==> config.mk <==
export PLATFORM = sky130hd
export DESIGN_NAME = motor_cmd_sequencer
export DESIGN_NICKNAME = d
export VERILOG_FILES = /design/src/rtl/motor_cmd_sequencer.sv
export SDC_FILE = /design/constraint.sdc
export NUM_CORES = 1
export LEC_CHECK = 0
export ABC_CLOCK_PERIOD_IN_PS = 4050
export CORE_MARGIN = 4
export CORE_UTILIZATION = 35
export CTS_CLUSTER_SIZE = 10
export DETAILED_ROUTE_END_ITERATION = 12
export HOLD_SLACK_MARGIN = 0.15
export SLEW_MARGIN = 5
export SYNTH_ARGS = -nofsm -noshare
export SYNTH_HDL_FRONTEND = slang
export SYNTH_SLANG_ARGS = --single-unit
==> constraint.sdc <==
create_clock -name clk -period 4.05 [get_ports clk]
set_input_delay 0.405 -clock clk [delete_from_list [all_inputs] [get_ports clk]]
set_output_delay 0.405 -clock clk [all_outputs]
set_load 0.05 [all_outputs]
==> src/rtl/motor_cmd_sequencer.sv <==
// Queues motor move commands and issues them one at a time to the six-axis
// pulse generator, tracking busy for completion and enforcing an enable-low gap.
module motor_cmd_sequencer #(
   parameter int unsigned DEPTH    = 8,
   parameter int unsigned START_TO = 8,
   parameter int unsigned HOLD     = 2,
   parameter int unsigned GAP      = 2
) (
   input  logic                     clk,
   input  logic                     rst,
   input  logic                     cmd_valid,
   output logic                     cmd_ready,
   input  logic [2:0]               cmd_motor,
   input  logic [9:0]               cmd_pulses,
   input  logic                     abort,
   input  logic                     busy,
   output logic [2:0]               motor,
   output logic                     enable,
   output logic [9:0]               pulse_num,
   output logic                     done,
   output logic                     err,
   output logic                     idle,
   output logic [$clog2(DEPTH):0]   fifo_count
);

   localparam int unsigned PW    = $clog2(DEPTH);
   localparam int unsigned CW    = PW + 1;
   localparam int unsigned TMAX0 = (START_TO > HOLD) ? START_TO : HOLD;
   localparam int unsigned TMAX  = (TMAX0 > GAP) ? TMAX0 : GAP;
   localparam int unsigned TW    = $clog2(TMAX + 1) + 1;

   typedef struct packed {
      logic [2:0] motor;
      logic [9:0] pulses;
   } cmd_t;

   typedef enum logic [2:0] {
      IDLE  = 3'd0,
      LOAD  = 3'd1,
      RUN   = 3'd2,
      DRAIN = 3'd3,
      GAPW  = 3'd4
   } state_t;

   cmd_t            mem_q [DEPTH];
   logic [PW-1:0]   wr_ptr_q, rd_ptr_q;
   logic [CW-1:0]   count_q, count_d;
   logic            push_c, pop_c;
   cmd_t            head_c;

   state_t          state_q, state_d;
   logic [TW-1:0]   timer_q, timer_d;
   logic [2:0]      motor_q, motor_d;
   logic [9:0]      pulse_q, pulse_d;
   logic            enable_q, enable_d;
   logic            done_q, done_d;
   logic            err_q, err_d;
   logic            idle_q, idle_d;

   // FIFO handshake; abort blocks any push in the flush cycle
   assign cmd_ready = (count_q < CW'(DEPTH)) && !abort;
   assign push_c    = cmd_valid && cmd_ready;
   assign head_c    = mem_q[rd_ptr_q];

   always_comb begin
      count_d = count_q;
      if (abort) begin
         count_d = '0;
      end else if (push_c && !pop_c) begin
         count_d = CW'(count_q + 1'b1);
      end else if (!push_c && pop_c) begin
         count_d = CW'(count_q - 1'b1);
      end
   end

   // Storage has no reset; only entries between the pointers are ever read
   always_ff @(posedge clk) begin
      if (push_c) begin
         mem_q[wr_ptr_q] <= cmd_t'{motor: cmd_motor, pulses: cmd_pulses};
      end
   end

   always_ff @(posedge clk or negedge rst) begin
      if (!rst) begin
         wr_ptr_q <= '0;
         rd_ptr_q <= '0;
         count_q  <= '0;
      end else begin
         count_q <= count_d;
         if (abort) begin
            wr_ptr_q <= '0;
            rd_ptr_q <= '0;
         end else begin
            if (push_c) wr_ptr_q <= PW'(wr_ptr_q + 1'b1);
            if (pop_c)  rd_ptr_q <= PW'(rd_ptr_q + 1'b1);
         end
      end
   end

   // Sequencer next-state; one shared timer serves start timeout, hold and gap
   always_comb begin
      state_d = state_q;
      timer_d = timer_q;
      motor_d = motor_q;
      pulse_d = pulse_q;
      done_d  = 1'b0;
      err_d   = 1'b0;
      pop_c   = 1'b0;

      if (abort) begin
         state_d = GAPW;
         timer_d = '0;
      end else begin
         case (state_q)
            IDLE: begin
               if (count_q != '0) begin
                  pop_c   = 1'b1;
                  motor_d = head_c.motor;
                  pulse_d = head_c.pulses;
                  if (head_c.motor > 3'd5) begin
                     err_d = 1'b1;
                  end else if (head_c.pulses == 10'd0) begin
                     done_d = 1'b1;
                  end else begin
                     state_d = LOAD;
                  end
               end
            end
            LOAD: begin
               state_d = RUN;
               timer_d = '0;
            end
            RUN: begin
               if (busy) begin
                  state_d = DRAIN;
                  timer_d = '0;
               end else if (timer_q == TW'(START_TO - 1)) begin
                  err_d   = 1'b1;
                  state_d = GAPW;
                  timer_d = '0;
               end else begin
                  timer_d = TW'(timer_q + 1'b1);
               end
            end
            DRAIN: begin
               if (busy) begin
                  timer_d = '0;
               end else if (timer_q == TW'(HOLD)) begin
                  done_d  = 1'b1;
                  state_d = GAPW;
                  timer_d = '0;
               end else begin
                  timer_d = TW'(timer_q + 1'b1);
               end
            end
            GAPW: begin
               if (timer_q == TW'(GAP - 1)) begin
                  state_d = IDLE;
                  timer_d = '0;
               end else begin
                  timer_d = TW'(timer_q + 1'b1);
               end
            end
            default: begin
               state_d = IDLE;
               timer_d = '0;
            end
         endcase
      end

      enable_d = (state_d == RUN) || (state_d == DRAIN);
      idle_d   = (state_d == IDLE) && (count_d == '0);
   end

   always_ff @(posedge clk or negedge rst) begin
      if (!rst) begin
         state_q  <= IDLE;
         timer_q  <= '0;
         motor_q  <= '0;
         pulse_q  <= '0;
         enable_q <= 1'b0;
         done_q   <= 1'b0;
         err_q    <= 1'b0;
         idle_q   <= 1'b1;
      end else begin
         state_q  <= state_d;
         timer_q  <= timer_d;
         motor_q  <= motor_d;
         pulse_q  <= pulse_d;
         enable_q <= enable_d;
         done_q   <= done_d;
         err_q    <= err_d;
         idle_q   <= idle_d;
      end
   end

   assign motor      = motor_q;
   assign pulse_num  = pulse_q;
   assign enable     = enable_q;
   assign done       = done_q;
   assign err        = err_q;
   assign idle       = idle_q;
   assign fifo_count = count_q;

endmodule

Yosys cells after proc, flatten, opt, wreduce, memory -nomap -nowiden
Memory sizes are Yosys's and may differ from the RTL's.
Cells that the tools add are included.
{ "word_totals": {"in_bits": 18, "mem_bits_rw": 104, "register_bits": 35, "output_inout_bits": 22, "word_cells": 89, "memories": 1} }
{ "mem_list": {"columns": ["memory", "words", "word_bits", "rd", "rd_ports_with_merged_regs", "write_ports", "line", "rtl"], "rows": [
  ["mem_q", 8, 13, 1, 0, 1, "45", "cmd_t mem_q [DEPTH];"]
]} }
{ "classes": {"reduce_logical": 17, "n_addsub": 5, "n_eq_ne": 10, "bitwise_logic": 1, "mux": 42, "n_lt_le_gt_ge": 2} }
{ "op_table": {"columns": ["op", "count"], "rows": [
  ["3-bit two-way mux", 13],
  ["5-bit two-way mux", 6],
  ["5-bit one-hot mux with 4 select lines", 1],
  ["1-bit two-way mux", 16],
  ["3-bit one-hot mux with 5 select lines", 1],
  ["3-bit by 2-bit == test with 1-bit output (second input constant)", 4],
  ["4-bit two-way mux", 3],
  ["10-bit logical NOT", 1],
  ["3-bit by 1-bit adder with 3-bit output (second input constant)", 2],
  ["3-bit logical NOT", 2],
  ["5-bit by 1-bit adder with 5-bit output (second input constant)", 1],
  ["5-bit by 1-bit == test with 1-bit output (second input constant)", 1],
  ["5-bit by 2-bit == test with 1-bit output (second input constant)", 1],
  ["5-bit by 3-bit == test with 1-bit output (second input constant)", 1],
  ["1-bit logical AND", 5],
  ["4-bit by 1-bit adder with 4-bit output (second input constant)", 1],
  ["4-bit logical NOT", 1],
  ["4-bit < comparator (second input constant)", 1],
  ["1-bit one-hot mux with 2 select lines", 2],
  ["2-bit nonzero test", 2],
  ["4-bit nonzero test", 1],
  ["4-bit by 1-bit subtractor with 4-bit output (second input constant)", 1],
  ["3-bit by 1-bit == test with 1-bit output (second input constant)", 1],
  ["3-bit == test (second input constant)", 1],
  ["6 further kinds", 8]
]} }

Longest topological paths before layout
{ "logic_depth": {"word_depth": 10, "mapped_depth": 9, "mapped_depth_nobuf": 8} }

Worst setup path after synthesis
Ideal clock, no wire load.
{ "synth_path": {"path_kind": "register to register", "startpoint": "register count_q[3], in the netlist fifo_count[3]", "endpoint": "memory mem_q[0][0] in the netlist's numbering (enable)", "slack_ns": 0.955, "path_stages_with_launch": 5, "setup_ns": 0.417, "n_path_buf": 2, "arrival_ns": 2.678, "synth_period_minus_slack_ns": 3.095, "path_cell_list": "dfrtp_1 > clkbuf_1 > or3b_2 > clkbuf_1 > nor4_1"} }
{ "synth_between": {"elab_chain_cells": 5} }
{ "synth_lines": {"columns": ["element", "line", "rtl"], "rows": [
  ["from (decl)", "47", "logic [CW-1:0] count_q, count_d;"],
  ["from (signal assigned)", "89", "count_q <= count_d;"],
  ["4-bit < comparator", "61", "assign cmd_ready = (count_q < CW'(DEPTH)) && !abort;"],
  ["1-bit logical AND", "61", null],
  ["1-bit logical AND", "62", "assign push_c = cmd_valid && cmd_ready;"],
  ["1-bit two-way mux", "78", "if (push_c) begin"],
  ["1-bit two-way mux (not written as such)", "79", "mem_q[wr_ptr_q] <= cmd_t'{motor: cmd_motor, pulses: cmd_pulses};"],
  ["to (decl)", "45", null]
]} }
Every way passes these cells.

Worst setup path after layout
{ "layout_path": {"startpoint": "register rd_ptr_q[1]", "endpoint": "register idle_q, in the netlist idle"} }
{ "layout_between": {"elab_chain_cells": 9, "elab_cells_between_ends": 10, "classes_between": "1 x order compare; 5 x mux; 3 x reduce/logical; 1 x memory"} }
{ "layout_lines": {"columns": ["element", "line", "rtl"], "rows": [
  ["from (decl)", "46", "logic [PW-1:0] wr_ptr_q, rd_ptr_q;"],
  ["from (signal assigned)", "95", "if (pop_c) rd_ptr_q <= PW'(rd_ptr_q + 1'b1);"],
  ["memory read 8 x 13 bit *", null, null],
  ["10-bit logical NOT", "122", "end else if (head_c.pulses == 10'd0) begin"],
  ["3-bit two-way mux", "122", null],
  ["3-bit two-way mux *", "120", "if (head_c.motor > 3'd5) begin"],
  ["3-bit two-way mux *", "116", "if (count_q != '0) begin"],
  ["3-bit one-hot mux with 5 select lines *", "114", "case (state_q)"],
  ["3-bit two-way mux *", "110", "if (abort) begin"],
  ["named net state_d[0]", "51", "state_t state_q, state_d;"],
  ["3-bit logical NOT *", "172", "idle_d = (state_d == IDLE) && (count_d == '0);"],
  ["1-bit logical AND *", "172", null],
  ["named net idle_d", "58", "logic idle_q, idle_d;"],
  ["to (signal assigned)", "193", "idle_q <= idle_d;"],
  ["to (decl)", "58", null]
]} }
The timed path passes the listed nets; every way through them passes the cells marked *.
A chain may end at the register's enable or synchronous reset.

==> metrics.txt <==
Slew Limit Fails=0; count of fill cells added during filler insertion=1,563; worst min-delay path startpoint=pulse_num[2]; wire length of the first global-routing pass=22,800 um; area after detailed placement=6860 um^2; vias post-DR=3,823; Yosys reg bits=139; ratio of cells with drive above 1 in the final layout=0.195; number of clock sinks=approximately 140; number of input and output port buffers inserted=39; Final #Nets=499; number of max-cap violations=0; Crit Reg-Reg Startpoint=rd_ptr_q[1]; residual antenna-violating net count after detailed routing=0; die height=around 140 um; Power Dens Cells=595 nW/um^2; cell count after synthesis=426; die area=20,000 um^2; Synth top area share=0.501; Total GRT Usage=0.152; Detail Placement HPWL=10,300 um; library cells used by synthesis=60; total instance count after detailed placement=679; number of global-route vias before repair=about 3,900; number of clock buffers inserted by TritonCTS=17; final critical path time including I/O delays and setup=2.80 ns; required time reported for the critical path endpoint=4.36 ns; cell at the root of the clock tree=sky130_fd_sc_hd__clkbuf_16; Net Count, Synth=451; sequential element share of the synthesized area=0.642; Critical Path End Type=flop; floorplan row count=48; EDFF count, synth=104; largest fanout of any net on the critical path=52; initial core utilization=0.359; # diodes=0; number of endpoints failing setup at the final stage=0; met3 routing resource usage after global routing=0.0381; width of the chip=~140 um; Post-Layout Cell Count=712; TritonCTS clock tree=yes; most frequent cell after synthesis=sky130_fd_sc_hd__edfxtp_1; Relative slew margins=0.323; final number of hold-violating endpoints=0; share of async-settable or async-resettable flops after synthesis=0.252; top area cells in the synthesized netlist=sky130_fd_sc_hd__edfxtp_1, sky130_fd_sc_hd__dfrtp_1, sky130_fd_sc_hd__mux4_2, sky130_fd_sc_hd__nor2_1, sky130_fd_sc_hd__nor3_1; post-route setup TNS=0 ns; origin of the worst setup path=rd_ptr_q[1]; first drt pass iteration count=5; Worst Hold Class=reg -> reg; final routed wire length divided by cell count=20.3 um; setup repair after global routing missed its margin=false; maximum count of clock buffers along a single path=2; DR vias/cell=5.37; weighted congestion reported at the end of routability-driven placement=0.849; source-to-sink clock delay at the later pin of the worst-skew pair=between 0.4 and 0.5 ns; met2 usage=0.229; Worst EP arrival=3.11 ns; worst-case vdd ir drop=0.000491 V; initial antenna violation count=0; critical path launch point type=flop; H-tree levels=4; global-route congestion overflow total=0; global-route met1 utilization=0.214; leading cell types by count after synthesis=sky130_fd_sc_hd__edfxtp_1, sky130_fd_sc_hd__nor2_1, sky130_fd_sc_hd__dfrtp_1; Cell Area, Synth=approximately 6200 um^2; Avg Inst Size Synth=between 10 and 15 um^2; count of instances resized after the clock tree is built=0; Fmax achieved=around 0.36 GHz; Area growth, synth to finish=19.7%; Most used DFF post-synth=sky130_fd_sc_hd__edfxtp_1; Crit Path Class=reg -> reg; pin count of the biggest net entering global routing=53; layer with the highest usage after global routing=met2; status=finished, final reports clean; cell taking the most area after synthesis=sky130_fd_sc_hd__edfxtp_1; clock input transition at the sequential cells of the worst setup and hold paths=0.06 ns; core outline area=17,400 um^2; # DRC=0; number of I/O pins=40; area of all placed cells without fillers=7460 um^2; hold slack=0.526 ns; Yosys warnings=0; final worst path period share=0.690; static power due to leakage=between 2 and 2.5 nW; slew at the pin closest to its max-slew limit=just over 1 ns; total wire length=14,400 um; Worst Skew=0.0107 ns; violation count after the first detailed-routing iteration=372
-- final timing paths --
path,slack [ns],cells after the start,to
max,1.25,7,idle
min,0.53,2,pulse_num[2]
max reg2reg,1.25,7,idle
min reg2reg,0.53,2,pulse_num[2]
max in group asynchronous,2.81,2,rd_ptr_q[1]
min in group asynchronous,0.62,2,timer_q[4]
-- per-stage QoR --
stage	setup slack, ns	util	power, mW
after detailed placement	1.31	0.395	2.95
after global routing	1.09	0.430	4.65
final	1.25	0.430	4.44
after CTS	1.28	0.430	4.48
after floorplan	0.955	-	2.62
after global placement	1.39	0.395	2.93
-- kinds of logic after synthesis --
group | share of synthesized area
simple gates | 0.118
flops | 0.642
compound gates | 0.0644
mux | 0.122
buf+inv | 0.0299
xor+xnor | 0.00984
fa+ha+maj | 0.0141
-- area by class of cell --
| cell class | count | area (um^2) | share of cell area |
|---|---|---|---|
| Sequential cell | 139 | 4000 | 0.536 |
| Multi-Input combinational cell | 256 | 2070 | 0.278 |
| Timing Repair Buffer | 52 | 485 | 0.0651 |
| Clock buffer | 17 | 425 | 0.0570 |
| Tap cell | 225 | 282 | 0.0377 |
| Clock inverter | 15 | 165 | 0.0221 |
| Inverter | 8 | 30.0 | 0.00402 |
-- routing by layer --
metal,share of wire,wire [um]
met1,0.45,6480
met2,0.47,6720
met5,0,0
met4,0.024,349
met3,0.062,899
-- critical path: stages, from the launching register on --
cell	delay (ns)
sky130_fd_sc_hd__dfrtp_2	1.03
sky130_fd_sc_hd__buf_4	0.32
sky130_fd_sc_hd__nor3b_1	0.20
sky130_fd_sc_hd__nor3_1	0.08
sky130_fd_sc_hd__nor4_1	0.38
sky130_fd_sc_hd__nand4_1	0.15
sky130_fd_sc_hd__o21a_1	0.22
sky130_fd_sc_hd__nor4_2	0.32
-- power breakdown --
part / switching [mW] / internal (mW)
Clock: 0.614 / 0.917
Combinational: 0.655 / 0.433
Sequential: 0.157 / 1.67
Total: 1.43 / 3.02
-- sequential cells by signal (all words and copies together), names as in the netlist --
name and cells:
mem_q 104, pulse_num 10, timer_q 5, fifo_count 4, motor 3, rd_ptr_q 3, state_q 3, wr_ptr_q 3
done 1, enable 1, err 1, idle 1
-- cells in the final DEF (no fill, tap or decap), types with 3 or more instances in the layout --
cell	Yosys	routed
sky130_fd_sc_hd__clkinv_4	0	5
sky130_fd_sc_hd__nor3_2	4	8
sky130_fd_sc_hd__edfxtp_1	104	104
sky130_fd_sc_hd__nand3_1	6	6
sky130_fd_sc_hd__nor3b_1	6	6
sky130_fd_sc_hd__nor2_1	46	46
sky130_fd_sc_hd__nand2_1	17	17
sky130_fd_sc_hd__clkbuf_16	0	17
sky130_fd_sc_hd__o21ai_1	3	3
sky130_fd_sc_hd__dfrtp_1	34	32
sky130_fd_sc_hd__mux2i_1	15	15
sky130_fd_sc_hd__nor3_1	31	27
sky130_fd_sc_hd__ha_1	7	7
sky130_fd_sc_hd__inv_6	0	4
sky130_fd_sc_hd__a211oi_1	5	5
sky130_fd_sc_hd__inv_1	8	8
sky130_fd_sc_hd__nand2b_1	6	6
sky130_fd_sc_hd__o22ai_1	4	4
sky130_fd_sc_hd__a21oi_1	18	18
sky130_fd_sc_hd__o21ai_0	8	8
sky130_fd_sc_hd__buf_4	1	12
sky130_fd_sc_hd__nor4_1	7	6
sky130_fd_sc_hd__mux4_2	26	26
sky130_fd_sc_hd__clkdlybuf4s50_1	0	38
sky130_fd_sc_hd__xnor2_1	5	5
-- timing repair --
action,4_1_cts,5_1_grt
setup buffers,0,0
hold endpoints to repair,34,0
hold buffers,1,0
setup endpoints to repair,0,0
Power figures use the tool's default switching activity.
